### config.mk
export PLATFORM = sky130hd
export DESIGN_NAME = lx32_branch_ctrl
export DESIGN_NICKNAME = d
export VERILOG_FILES = /design/src/rtl/lx32_branch_pkg.sv /design/src/rtl/lx32_branch_cmp.sv /design/src/rtl/lx32_branch_ctrl.sv
export SDC_FILE = /design/constraint.sdc
export NUM_CORES = 1
export LEC_CHECK = 0
export ABC_AREA = 0
export BUFFER_PORTS_ARGS = -buffer_cell sky130_fd_sc_hd__buf_4
export CORE_ASPECT_RATIO = 0.8
export CORE_MARGIN = 2
export CORE_UTILIZATION = 56
export DETAILED_ROUTE_END_ITERATION = 10
export GPL_ROUTABILITY_DRIVEN = 0
export PLACE_DENSITY_LB_ADDON = 0.25
export SETUP_SLACK_MARGIN = 0.1
export SLEW_MARGIN = 10
export SYNTH_ARGS = -nofsm -noshare
export SYNTH_HDL_FRONTEND = slang
export SYNTH_SLANG_ARGS = --single-unit
### constraint.sdc
create_clock -name clk -period 6.7 [get_ports clk]
set_input_delay 0.335 -clock clk [delete_from_list [all_inputs] [get_ports clk]]
set_output_delay 0.335 -clock clk [all_outputs]
set_load 0.005 [all_outputs]
### src/rtl/lx32_branch_pkg.sv
// Shared types for the LX32 branch resolution controller.
// Holds the branch op encoding, the FSM state type, the captured request
// record and the branch condition function used by the comparator.
package lx32_branch_pkg;

   // Datapath width of the captured request record.
   localparam int LX32_XLEN = 32;

   // Encodings 6 and 7 are deliberately left unnamed; they resolve as illegal.
   typedef enum logic [2:0] {
      BR_EQ  = 3'd0,
      BR_NE  = 3'd1,
      BR_LT  = 3'd2,
      BR_GE  = 3'd3,
      BR_LTU = 3'd4,
      BR_GEU = 3'd5
   } branch_op_e;

   typedef enum logic [1:0] {
      IDLE    = 2'd0,
      RESOLVE = 2'd1,
      FLUSH   = 2'd2
   } branch_state_e;

   typedef struct packed {
      branch_op_e             op;
      logic [LX32_XLEN-1:0]   a;
      logic [LX32_XLEN-1:0]   b;
      logic [LX32_XLEN-1:0]   pc;
      logic [LX32_XLEN-1:0]   imm;
      logic                   pred_taken;
      logic [LX32_XLEN-1:0]   pred_target;
   } branch_req_t;

   // Returns {taken, illegal}. Illegal ops resolve not-taken.
   function automatic logic [1:0] branch_cond(
      input branch_op_e           op,
      input logic [LX32_XLEN-1:0] a,
      input logic [LX32_XLEN-1:0] b
   );
      logic taken;
      logic illegal;
      taken   = 1'b0;
      illegal = 1'b0;
      case (op)
         BR_EQ:   taken = (a == b);
         BR_NE:   taken = (a != b);
         BR_LT:   taken = ($signed(a) <  $signed(b));
         BR_GE:   taken = ($signed(a) >= $signed(b));
         BR_LTU:  taken = (a <  b);
         BR_GEU:  taken = (a >= b);
         default: illegal = 1'b1;
      endcase
      return {taken, illegal};
   endfunction

endpackage

### src/rtl/lx32_branch_cmp.sv
// Combinational branch condition evaluator (zero latency, no state).
// Ports: op/a/b in; taken, illegal out.
// No handshake; the caller holds its inputs stable while it samples the result.
module lx32_branch_cmp
   import lx32_branch_pkg::*;
(
   input  branch_op_e           op,
   input  logic [LX32_XLEN-1:0] a,
   input  logic [LX32_XLEN-1:0] b,
   output logic                 taken,
   output logic                 illegal
);

   assign {taken, illegal} = branch_cond(op, a, b);

endmodule

### src/rtl/lx32_branch_ctrl.sv
// Branch resolution controller: captures one request, resolves it, redirects
// and flushes on mispredict. Result one cycle after handshake, flush after that.
// Ports: req_* valid/ready in, res_* / redirect_* / flush out, perf counters out.
// Backpressure: req_ready is only high in IDLE (and never while rst is high).
module lx32_branch_ctrl
   import lx32_branch_pkg::*;
#(
   // The captured request record is LX32_XLEN wide; XLEN must match it.
   parameter int XLEN         = LX32_XLEN,
   parameter int FLUSH_CYCLES = 2,
   parameter int CNT_W        = 16
) (
   input  logic             clk,
   input  logic             rst,
   input  logic             req_valid,
   output logic             req_ready,
   input  logic [2:0]       req_op,
   input  logic [XLEN-1:0]  req_a,
   input  logic [XLEN-1:0]  req_b,
   input  logic [XLEN-1:0]  req_pc,
   input  logic [XLEN-1:0]  req_imm,
   input  logic             req_pred_taken,
   input  logic [XLEN-1:0]  req_pred_target,
   output logic             res_valid,
   output logic             res_taken,
   output logic [XLEN-1:0]  res_target,
   output logic             res_illegal,
   output logic             redirect_valid,
   output logic [XLEN-1:0]  redirect_pc,
   output logic             flush,
   output logic [CNT_W-1:0] branch_cnt,
   output logic [CNT_W-1:0] mispred_cnt
);

   branch_state_e state_q;
   branch_req_t   req_q;
   logic [3:0]    flush_cnt_q;

   logic            cmp_taken;
   logic            cmp_illegal;
   logic [XLEN-1:0] taken_tgt;
   logic [XLEN-1:0] seq_tgt;
   logic [XLEN-1:0] resolved_tgt;
   logic            mispred;
   logic            in_resolve;

   lx32_branch_cmp u_cmp (
      .op      (req_q.op),
      .a       (req_q.a),
      .b       (req_q.b),
      .taken   (cmp_taken),
      .illegal (cmp_illegal)
   );

   // Both targets wrap modulo 2^XLEN; no alignment check.
   assign taken_tgt    = req_q.pc + req_q.imm;
   assign seq_tgt      = req_q.pc + XLEN'(4);
   assign resolved_tgt = cmp_taken ? taken_tgt : seq_tgt;

   // A correctly predicted direction can still be wrong on the target.
   assign mispred = (cmp_taken != req_q.pred_taken) ||
                    (cmp_taken && req_q.pred_taken && (taken_tgt != req_q.pred_target));

   assign in_resolve = (state_q == RESOLVE);

   // Result fields are forced to zero outside RESOLVE so that every output
   // reads zero after reset, even though the cleared holding registers would
   // otherwise compare as an equal (taken) BEQ.
   assign req_ready      = (state_q == IDLE) && !rst;
   assign res_valid      = in_resolve;
   assign res_taken      = in_resolve && cmp_taken;
   assign res_illegal    = in_resolve && cmp_illegal;
   assign res_target     = in_resolve ? resolved_tgt : '0;
   assign redirect_valid = in_resolve && mispred;
   assign redirect_pc    = (in_resolve && mispred) ? resolved_tgt : '0;
   assign flush          = (state_q == FLUSH);

   always_ff @(posedge clk) begin
      if (rst) begin
         state_q     <= IDLE;
         req_q       <= '0;
         flush_cnt_q <= '0;
         branch_cnt  <= '0;
         mispred_cnt <= '0;
      end else begin
         case (state_q)
            IDLE: begin
               if (req_valid) begin
                  req_q.op          <= branch_op_e'(req_op);
                  req_q.a           <= req_a;
                  req_q.b           <= req_b;
                  req_q.pc          <= req_pc;
                  req_q.imm         <= req_imm;
                  req_q.pred_taken  <= req_pred_taken;
                  req_q.pred_target <= req_pred_target;
                  state_q           <= RESOLVE;
               end
            end
            RESOLVE: begin
               if (branch_cnt != '1) begin
                  branch_cnt <= branch_cnt + CNT_W'(1);
               end
               if (mispred) begin
                  if (mispred_cnt != '1) begin
                     mispred_cnt <= mispred_cnt + CNT_W'(1);
                  end
                  flush_cnt_q <= 4'(FLUSH_CYCLES);
                  state_q     <= FLUSH;
               end else begin
                  state_q <= IDLE;
               end
            end
            FLUSH: begin
               // Counter holds the flush cycles remaining including this one.
               if (flush_cnt_q == 4'd1) begin
                  state_q <= IDLE;
               end
               flush_cnt_q <= flush_cnt_q - 4'd1;
            end
            default: state_q <= IDLE;
         endcase
      end
   end

endmodule
### Word level (Yosys, flattened, before mapping)

Index checks and enable logic that the tools add are counted.

| storage, ports and cells | value |
|---|---|
| flip-flop bits (word level) | 202 |
| output and inout bits | 102 |
| input bits | 167 |
| logic and storage cells | 65 |

| cells by class | value |
|---|---|
| add/subtract/negate cells | 5 |
| equal/unequal tests | 17 |
| multiplexer cells | 11 |
| $lt $le $gt $ge | 4 |
| reductions and logical operators | 17 |

Operators with widths:

| kind | number |
|---|---|
| 32-bit 2-to-1 mux | 3 |
| 32-bit >= comparator | 2 |
| 32-bit less-than comparator | 2 |
| 32-bit inequality test | 2 |
| 16-bit by 1-bit adder with 16-bit output, second input constant | 2 |
| 32-bit by 3-bit adder with 32-bit output, second input constant | 1 |
| 32-bit adder | 1 |
| 32-bit == test | 1 |
| 16-bit inequality test, second input constant | 2 |
| 4-bit one-hot mux with 2 select lines | 1 |
| 2-bit AND reduction | 4 |
| 3-bit by 2-bit == test with 1-bit output, second input constant | 2 |
| 3-bit == test, second input constant | 2 |
| 1-bit logical AND | 6 |
| 2-bit 2-to-1 mux | 3 |
| 1-bit one-hot mux with 6 select lines | 1 |
| 2-bit one-hot mux with 3 select lines | 1 |
| 6-bit OR reduction | 1 |
| 4-bit by 1-bit == test with 1-bit output, second input constant | 1 |
| 4-bit 2-to-1 mux | 1 |
| 2-bit inequality test, second input constant | 2 |
| 4-bit by 1-bit subtractor with 4-bit output, second input constant | 1 |
| 3-bit by 1-bit == test with 1-bit output, second input constant | 1 |
| 3-bit zero test | 1 |
| other kinds (10) | 10 |

### Depth between registers and ports, before layout

Gate-level depths: netlist (run 1).

| logic depth | value |
|---|---|
| depth after elaboration | 7 |
| depth in mapped cells | 24 |
| mapped depth without buffers | 20 |

### Cells and area by module

From an unflattened synthesis (run 1), not the netlist that was laid out.

| second synthesis, totals | value |
|---|---|
| cell total of the unflattened synthesis | 1663 |
| area total of the unflattened synthesis | 12391.9 um^2 |

Modules (own cells, without submodules):

| module | cells an instance | seq. area each (um^2) | instances | area an instance (um^2) |
|---|---|---|---|---|
| lx32_branch_ctrl | 1537 | 4043.9 | 1 | 11447.2 |
| lx32_branch_cmp | 126 | 0.0 | 1 | 944.7 |

### Least setup slack after synthesis (run 1)

No wires, ideal clock.

| timing | value |
|---|---|
| kind | register to output |
| start point | register, netlist name req_q[114] |
| end point | output port redirect_pc[22] |
| path buffers | 4 |
| setup slack | 950 ps |
| arrival | 5415 ps |
| stages on the path, launching flop included | 25 |
| data required time | 6365 ps |
| path through | dfxtp_1 inv_1 ha_1 a21o_1 a21o_1 a21o_1 a21o_1 a221o_1 a21o_1 o221a_2 o22ai_1 clkbuf_1 clkbuf_1 ha_1 a2111oi_0 o21a_1 nand4_1 nor4_1 o2111ai_1 or4_4 nor4_4 nand2b_1 buf_4 buf_4 nor2_1 |

| between the ends | value |
|---|---|
| cells in the longest elaborated chain, start to end | 7 |
| elaborated cells between the ends (all ways) | 14 |
| classes of those cells | order compare (4); eq/ne (3); mux (3); reduce/logical (4) |

RTL lines:

| element | line | RTL |
|---|---|---|
| 32-bit >= comparator (tied with other cells) | lx32_branch_pkg.sv:51 | `BR_GEU: taken = (a >= b);` |
| 1-bit one-hot mux with 6 select lines (*) | lx32_branch_pkg.sv:45 | `case (op)` |
| 1-bit logical AND (2 in series) | lx32_branch_ctrl.sv:62 | `(cmp_taken && req_q.pred_taken && (taken_tgt != req_q.pred_target));` |
| 1-bit logical OR | lx32_branch_ctrl.sv:61 | `assign mispred = (cmp_taken != req_q.pred_taken) \|\|` |
| 1-bit logical AND | lx32_branch_ctrl.sv:75 | `assign redirect_pc = (in_resolve && mispred) ? resolved_tgt : '0;` |
| 32-bit 2-to-1 mux (*) | lx32_branch_ctrl.sv:75 |  |
| end: declaration | lx32_branch_ctrl.sv:29 | `output logic [XLEN-1:0] redirect_pc,` |

Mark *: on every way between the ends. The rest lies on a longest branch, timed or not.

### Final worst setup path (run 1)

| timing | value |
|---|---|
| start point | register, netlist name req_q[106] |
| end point | output port redirect_pc[18] |

| between the ends | value |
|---|---|
| cells in the longest elaborated chain, start to end | 7 |
| elaborated cells between the ends (all ways) | 14 |
| classes of those cells | order compare (4); eq/ne (3); mux (3); reduce/logical (4) |

RTL lines:

| element | line |
|---|---|
| 32-bit >= comparator (tied with other cells) | lx32_branch_pkg.sv:51 |
| 1-bit one-hot mux with 6 select lines (*) | lx32_branch_pkg.sv:45 |
| 1-bit logical AND (2 in series) | lx32_branch_ctrl.sv:62 |
| 1-bit logical OR | lx32_branch_ctrl.sv:61 |
| 1-bit logical AND | lx32_branch_ctrl.sv:75 |
| 32-bit 2-to-1 mux (*) | lx32_branch_ctrl.sv:75 |

Marked as above.

==> results_dict.tcl, run 1 <==
set metrics [dict create \
    status "completed" \
    crit_path_end_kind "output pin" \
    core_area_mm2 0.0218 \
    netlist.area_leader.share_pct 32.2 \
    syn-instance-count 1704 \
    detail_route.iter0.violations 1312 \
    synth-edff-count 0 \
    hold_violations 0 \
    wl_met1_um 16700 \
    syn_nets 1941 \
    chipWidth_um 171 \
    cp-start-kind "flip-flop" \
    finalSetupTns_ps 0 \
    htree_levels 1 \
    synth-compound-area-share_pct 18.7 \
    setup_viol 0 \
    skew_ps 18.1 \
    cts_tree "built" \
    post_cts_buffers 0 \
    yosys.area.top_type "dfxtp_1" \
    syn_area_per_cell_um2 7.36 \
    syn2layout_area_growth_pct 22.3 \
    dr.pass1.iters 5 \
    switchingPower_w 0.00118 \
    rsz0062_at_grt "no" \
    synth_top_family_by_area "simple AND/OR/NAND/NOR gates" \
    ant_nets 0 \
    final_nets 2139 \
    fillers 1846 \
    synthTopCellsByCount "nand2_1 (411), a21oi_1 (237), dfxtp_1 (202)" \
    layout-drive-gt1-share_pct 17.8 \
    comb_power_share_pct 27.9 \
    synth-simple-area-share_pct 26.7 \
    worstPathMaxFanout 33 \
    grt_use_total_pct 31.4 \
    antenna_found_initial 1 \
    fp.dieH_um 138 \
    ys_seq_elements 202 \
    synth-main-ff-cell "dfxtp_1" \
    seq_power_share_pct 37.9 \
    overflow 0 \
    fin_crit_sh_pct 93.8 \
    final_util_pct 70.3 \
    cp.required_ps 6360 \
    async_flop_share_pct 0 \
    report.final.slew_viol_count 0 \
    dp_hpwl_um 28400 \
    clk_path_buf_depth 3 \
    crit_type "flip-flop to output pin" \
    first_global_vias 11300 \
    routed_wl_um 38200 \
    min_period_ps 6280 \
    synth.most_common_cell "nand2_1" \
    via_per_inst 5.78 \
    synthAdderAreaFrac_pct 7.04 \
    drc 0 \
    drv_cap 0 \
    clkPwrFrac_pct 34.2 \
    irDropWorstVdd_uv 200 \
    syn_area_mm2 0.0125 \
    clk_pin_slew_ps 60 \
    wire_per_inst_um 17.2 \
    cellInternalPower_w 0.00244 \
    slew_headroom_pct 34.8 \
    cts_buffers 22 \
    crit_arrival_ps 5950 \
    met2_length_um 16000 \
    ys_types 89 \
    wl_met3_um 4690 \
    synth_xor_area_share_pct 7.96 \
    min_path_type "primary input to flip-flop" \
    num_rows 48 \
    vias 12800 \
    leakagePower_nw 6.56 \
    p_per_area_mw_per_mm2 236 \
    io_buffers 268 \
    yosysWarningCount 0 \
    top_layer "met4" \
    die_area_mm2 0.0236 \
    worstMarginPinSlew_ps 979 \
    initial_core_util_pct 57.5 \
    pin_count 269 \
    grt_start_max_net_pins 126 \
    cts.sinks 202 \
    switching_share_pct 32.6 \
    muxShareOfSynthArea_pct 2.39 \
    root_buffer "clkbuf_16" \
    ys_seq_area_share_pct 32.2 \
    clk-insertion-delay-late_ps 510 \
    synthTopCellsByArea "dfxtp_1 (32%), nand2_1 (12%), a21oi_1 (9.5%), ha_1 (6.9%), nor2_1 (4.9%)" \
    grt_pass1_wl_um 58600 \
    fmax_mhz 159 \
]
## final cells by class
cell class | count | area (µm²) | share of cell area, %
multi-input cells | 1347 | 7900 | 51.5
flip-flops and latches | 202 | 4040 | 26.4
repair buffers | 275 | 2080 | 13.5
clock buffers | 30 | 591 | 3.85
well taps | 300 | 375 | 2.45
inverters | 54 | 203 | 1.32
clock inverters | 9 | 141 | 0.922
diodes | 1 | 2.50 | 0.0163
## power by group through the flow
stage                     clock (W)  combinational [W]  sequential (W)
after floorplan                   0           0.000679         0.00136
after global placement            0           0.000966         0.00139
after detailed placement          0           0.000984         0.00139
after CTS                   0.00125           0.000992         0.00137
after global routing        0.00130            0.00110         0.00138
final                       0.00124            0.00101         0.00137
## routing by layer
metal | global-route usage (%) | vias to the layer above
li1 | - | 6214
met1 | 44.7 | 5915
met2 | 45.8 | 618
met3 | 9.68 | 62
met4 | 8.05 | 0
met5 | 0 | -
## cell families (layout without fill, tap and decap cells)
kind of cell | Yosys count | in the layout
xor+xnor | 96 | 96
compound gates | 388 | 388
other cells | 0 | 1
mux | 26 | 26
fa+ha+maj | 70 | 70
simple gates | 767 | 767
buf+inv | 155 | 368
flops | 202 | 202
## per-stage QoR
step	hold slack, ps	std cells	cell area [µm²]	setup slack (ps)	total power (W)
finish	61.1	2218	15300	417	0.00362
global route	63.0	2217	15300	170	0.00379
CTS	49.5	2217	15300	321	0.00361
detailed placement	447	2178	14600	938	0.00238
global placement	444	2178	14600	1060	0.00235
floorplan	436	1704	12500	950	0.00204
## worst paths after layout
path / start / to / slack (ps) / cells after the start
setup / recovery: req_q[106]$_SDFFE_PP0P_ / redirect_pc[18] / 420 / 23
hold / removal: req_valid / state_q[0]$_SDFFE_PP0P_ / 60 / 2
setup reg to reg: req_q[106]$_SDFFE_PP0P_ / mispred_cnt[4]$_SDFFE_PP0P_ / 1420 / 21
hold reg to reg: req_q[100]$_SDFFE_PP0P_ / req_q[100]$_SDFFE_PP0P_ / 450 / 2
## state kept, by name, summed over array words and instances, names as in the netlist
name,flops
req_q,164
branch_cnt,16
mispred_cnt,16
state_q,2
flush_cnt_q,4
## timing repair
item                       4_1_cts  5_1_grt
gates resized for setup          0        3
hold buffers                     0        0
setup endpoints to repair        0       33
## worst max-delay path, stage by stage (launching register included)
cell       delay (ps)
dfxtp_1           330
inv_1              40
ha_1              300
a21o_1            160
a21o_1            170
a21oi_1           210
o21ai_0           180
a221o_1           390
a21o_1            200
nor3_1            340
o22ai_4           130
ha_1              340
a2111oi_0         300
o21a_1            190
nand4_1            80
nor4_1            230
o2111ai_1         160
or4_4             520
nor4_4            160
buf_4             280
nand2b_2          230
buf_8             260
nor2_1             80
buf_4             150
## layout by cell type (no fill, tap or decap), types with 5 or more instances in the layout
cell and n:
mux2_1 8, a21o_1 23, mux2i_1 9, and2_1 5, a2111oi_0 7, clkbuf_16 22
nand2_1 410, nor2_1 165, nand2b_1 10, o21ai_0 30, nor4_1 12, nor2b_1 21
xor2_1 44, o21a_1 13, buf_4 273, or3_1 9, inv_1 53, xnor2_1 41
nand4_1 29, nor3_1 26, mux2_4 5, ha_1 69, dfxtp_1 202, and3_1 13
nand3_1 36, o211ai_1 5, o21ai_1 8, xnor3_1 6, clkbuf_1 7, o31ai_1 5
a21oi_1 237, a31oi_1 6, xor3_1 5
(Power assumes the default switching activity.)
==> inputs of run 2 (changes only) <==
--- a/config.mk
+++ b/config.mk
@@ -10,6 +10,7 @@
 export CORE_ASPECT_RATIO = 0.8
 export CORE_MARGIN = 2
 export CORE_UTILIZATION = 56
+export CTS_BUF_LIST = sky130_fd_sc_hd__clkbuf_4 sky130_fd_sc_hd__clkbuf_8 sky130_fd_sc_hd__clkbuf_16
 export DETAILED_ROUTE_END_ITERATION = 10
 export GPL_ROUTABILITY_DRIVEN = 0
 export PLACE_DENSITY_LB_ADDON = 0.25
==> run 2 against run 1 <==
Via count is 0.25% lower; final area increased by 0.16%; wire length is 0.12% lower; clock-buffer cell count stayed put; combinational power barely moved; largest power group unchanged.
==> results_dict.tcl, run 2 (synthesis results as in run 1) <==
set metrics [dict create \
    status "completed" \
    min_path_type "primary input to flip-flop" \
    crit_type "flip-flop to output pin" \
    fp.dieH_um 138 \
    report.final.slew_viol_count 0 \
    largest_reg_flops 164 \
    cts_buffers 22 \
    pin_count 269 \
    first_global_vias 11300 \
    crit_arrival_ps 5970 \
    routed_wl_um 38100 \
    rsz0062_at_grt "no" \
    grt_use_total_pct 31.4 \
    finalSetupTns_ps 0 \
    grt_start_max_net_pins 126 \
    final_util_pct 70.4 \
    root_buffer "clkbuf_16" \
    drv_cap 0 \
    core_area_mm2 0.0218 \
    layout_common_cells "nand2_1 (410), buf_4 (273), a21oi_1 (237)" \
    ant_nets 0 \
    fin_ws_ps 399 \
    post_cts_buffers 0 \
    setup_viol 0 \
    skew_ps 18.6 \
    final_common_cell "nand2_1" \
    hold_violations 0 \
    crit_top_cell "a21o_1" \
    num_rows 48 \
    cp.required_ps 6360 \
    reg_top3 "req_q (164), branch_cnt (16), mispred_cnt (16)" \
    final_nets 2139 \
    worstMarginPinSlew_ps 981 \
    path_cells "inv_1 -> ha_1 -> a21o_1 -> a21o_1 -> a21oi_1 -> o21ai_0 -> a221o_1 -> a21o_1 -> nor3_1 -> o22ai_4 -> ha_1 -> a2111oi_0 -> o21a_1 -> nand4_1 -> nor4_1 -> o2111ai_1 -> or4_4 -> nor4_4 -> buf_4 -> nand2b_1 -> buf_8 -> nor2_1 -> buf_4" \
    clk_pin_slew_ps 60 \
    via_per_inst 5.76 \
    cpPeakStageDelay_ps 520 \
    initial_core_util_pct 57.5 \
    wl_met3_um 4710 \
    dp_hpwl_um 28400 \
    ctsHoldBuffers 0 \
    cts_tree "built" \
    fin_crit_sh_pct 94.0 \
    fmax_mhz 159 \
    antenna_found_initial 1 \
    irDropWorstVdd_uv 200 \
    cp-start-kind "flip-flop" \
    io_buffers 268 \
    grt_pass1_wl_um 58700 \
    min_period_ps 6300 \
    syn2layout_area_growth_pct 22.5 \
    regMostFlops "req_q" \
    overflow 0 \
    slew_headroom_pct 34.6 \
    dr.pass1.iters 6 \
    worstPathMaxFanout 33 \
    detail_route.iter0.violations 1314 \
    wire_per_inst_um 17.2 \
    clk-insertion-delay-late_ps 510 \
    p_per_area_mw_per_mm2 238 \
    crit_path_end_kind "output pin" \
    layout-drive-gt1-share_pct 18.1 \
    dpl_worst_slack_ps 938 \
    critPathBufInv 4 \
    cp_top_family "compound AO/OA/AOI/OAI gates" \
    leakagePower_nw 6.58 \
    chipWidth_um 171 \
    wl_met1_um 16600 \
    clk_path_buf_depth 3 \
    cp_slowest_cell "or4_4" \
    htree_levels 1 \
    cts.sinks 202 \
    drc 0 \
    met2_length_um 15900 \
    vias 12800 \
    die_area_mm2 0.0236 \
    top_layer "met4" \
]
==> run 2: cell types whose count changed in the layout (fill, tap and decap cells not counted) <==
| cell | previous run | this run |
|---|---|---|
| nand2b_1 | 10 | 11 |
| clkbuf_4 | 0 | 7 |
| clkbuf_1 | 7 | 0 |
| nand2b_2 | 1 | 0 |
==> run 2: metrics by stage <==
stage / total power, W / hold WS, ps / std cells / cell area, µm²
after global placement: 0.00235 / 444 / 2178 / 14600
after floorplan: 0.00204 / 436 / 1704 / 12500
final: 0.00365 / 63.4 / 2218 / 15400
after CTS: 0.00364 / 49.1 / 2217 / 15300
after global routing: 0.00381 / 62.9 / 2217 / 15400
after detailed placement: 0.00238 / 447 / 2178 / 14600
==> run 2: layout make-up <==
type	instances	area [µm²]
multi-input cells	1347	7900
fillers	1841	6440
flip-flops and latches	202	4040
repair buffers	275	2080
clock buffers	30	617
well taps	300	375
inverters	54	203
clock inverters	9	141
diodes	1	2.50
==> run 2: path summary, 6_finish.rpt <==
| check | start | slack (ps) | to | depth (start not counted) |
|---|---|---|---|---|
| max | req_q[106]$_SDFFE_PP0P_ | 400 | redirect_pc[18] | 23 |
| min | req_valid | 60 | state_q[0]$_SDFFE_PP0P_ | 2 |
| max reg2reg | req_q[106]$_SDFFE_PP0P_ | 1460 | mispred_cnt[4]$_SDFFE_PP0P_ | 21 |
| min reg2reg | req_q[100]$_SDFFE_PP0P_ | 450 | req_q[100]$_SDFFE_PP0P_ | 2 |
==> run 2: where the power goes <==
group          total [W]  leakage (nW)  internal (W)  switching [W]
logic            0.00101          4.55      0.000415       0.000596
clock network    0.00127         0.376      0.000767       0.000498
registers        0.00137          1.65       0.00129      0.0000843
total            0.00365          6.58       0.00247        0.00118
==> run 2: per-layer routing <==
layer	vias up	global-route usage (%)
met5	-	0
li1	6210	-
met1	5868	44.6
met3	72	9.68
met2	627	46.2
met4	0	7.72
==> run 2: what timing repair did <==
item,in CTS,in global routing
gates resized for setup,0,2
setup endpoints to repair,0,33
hold endpoints to repair,0,0
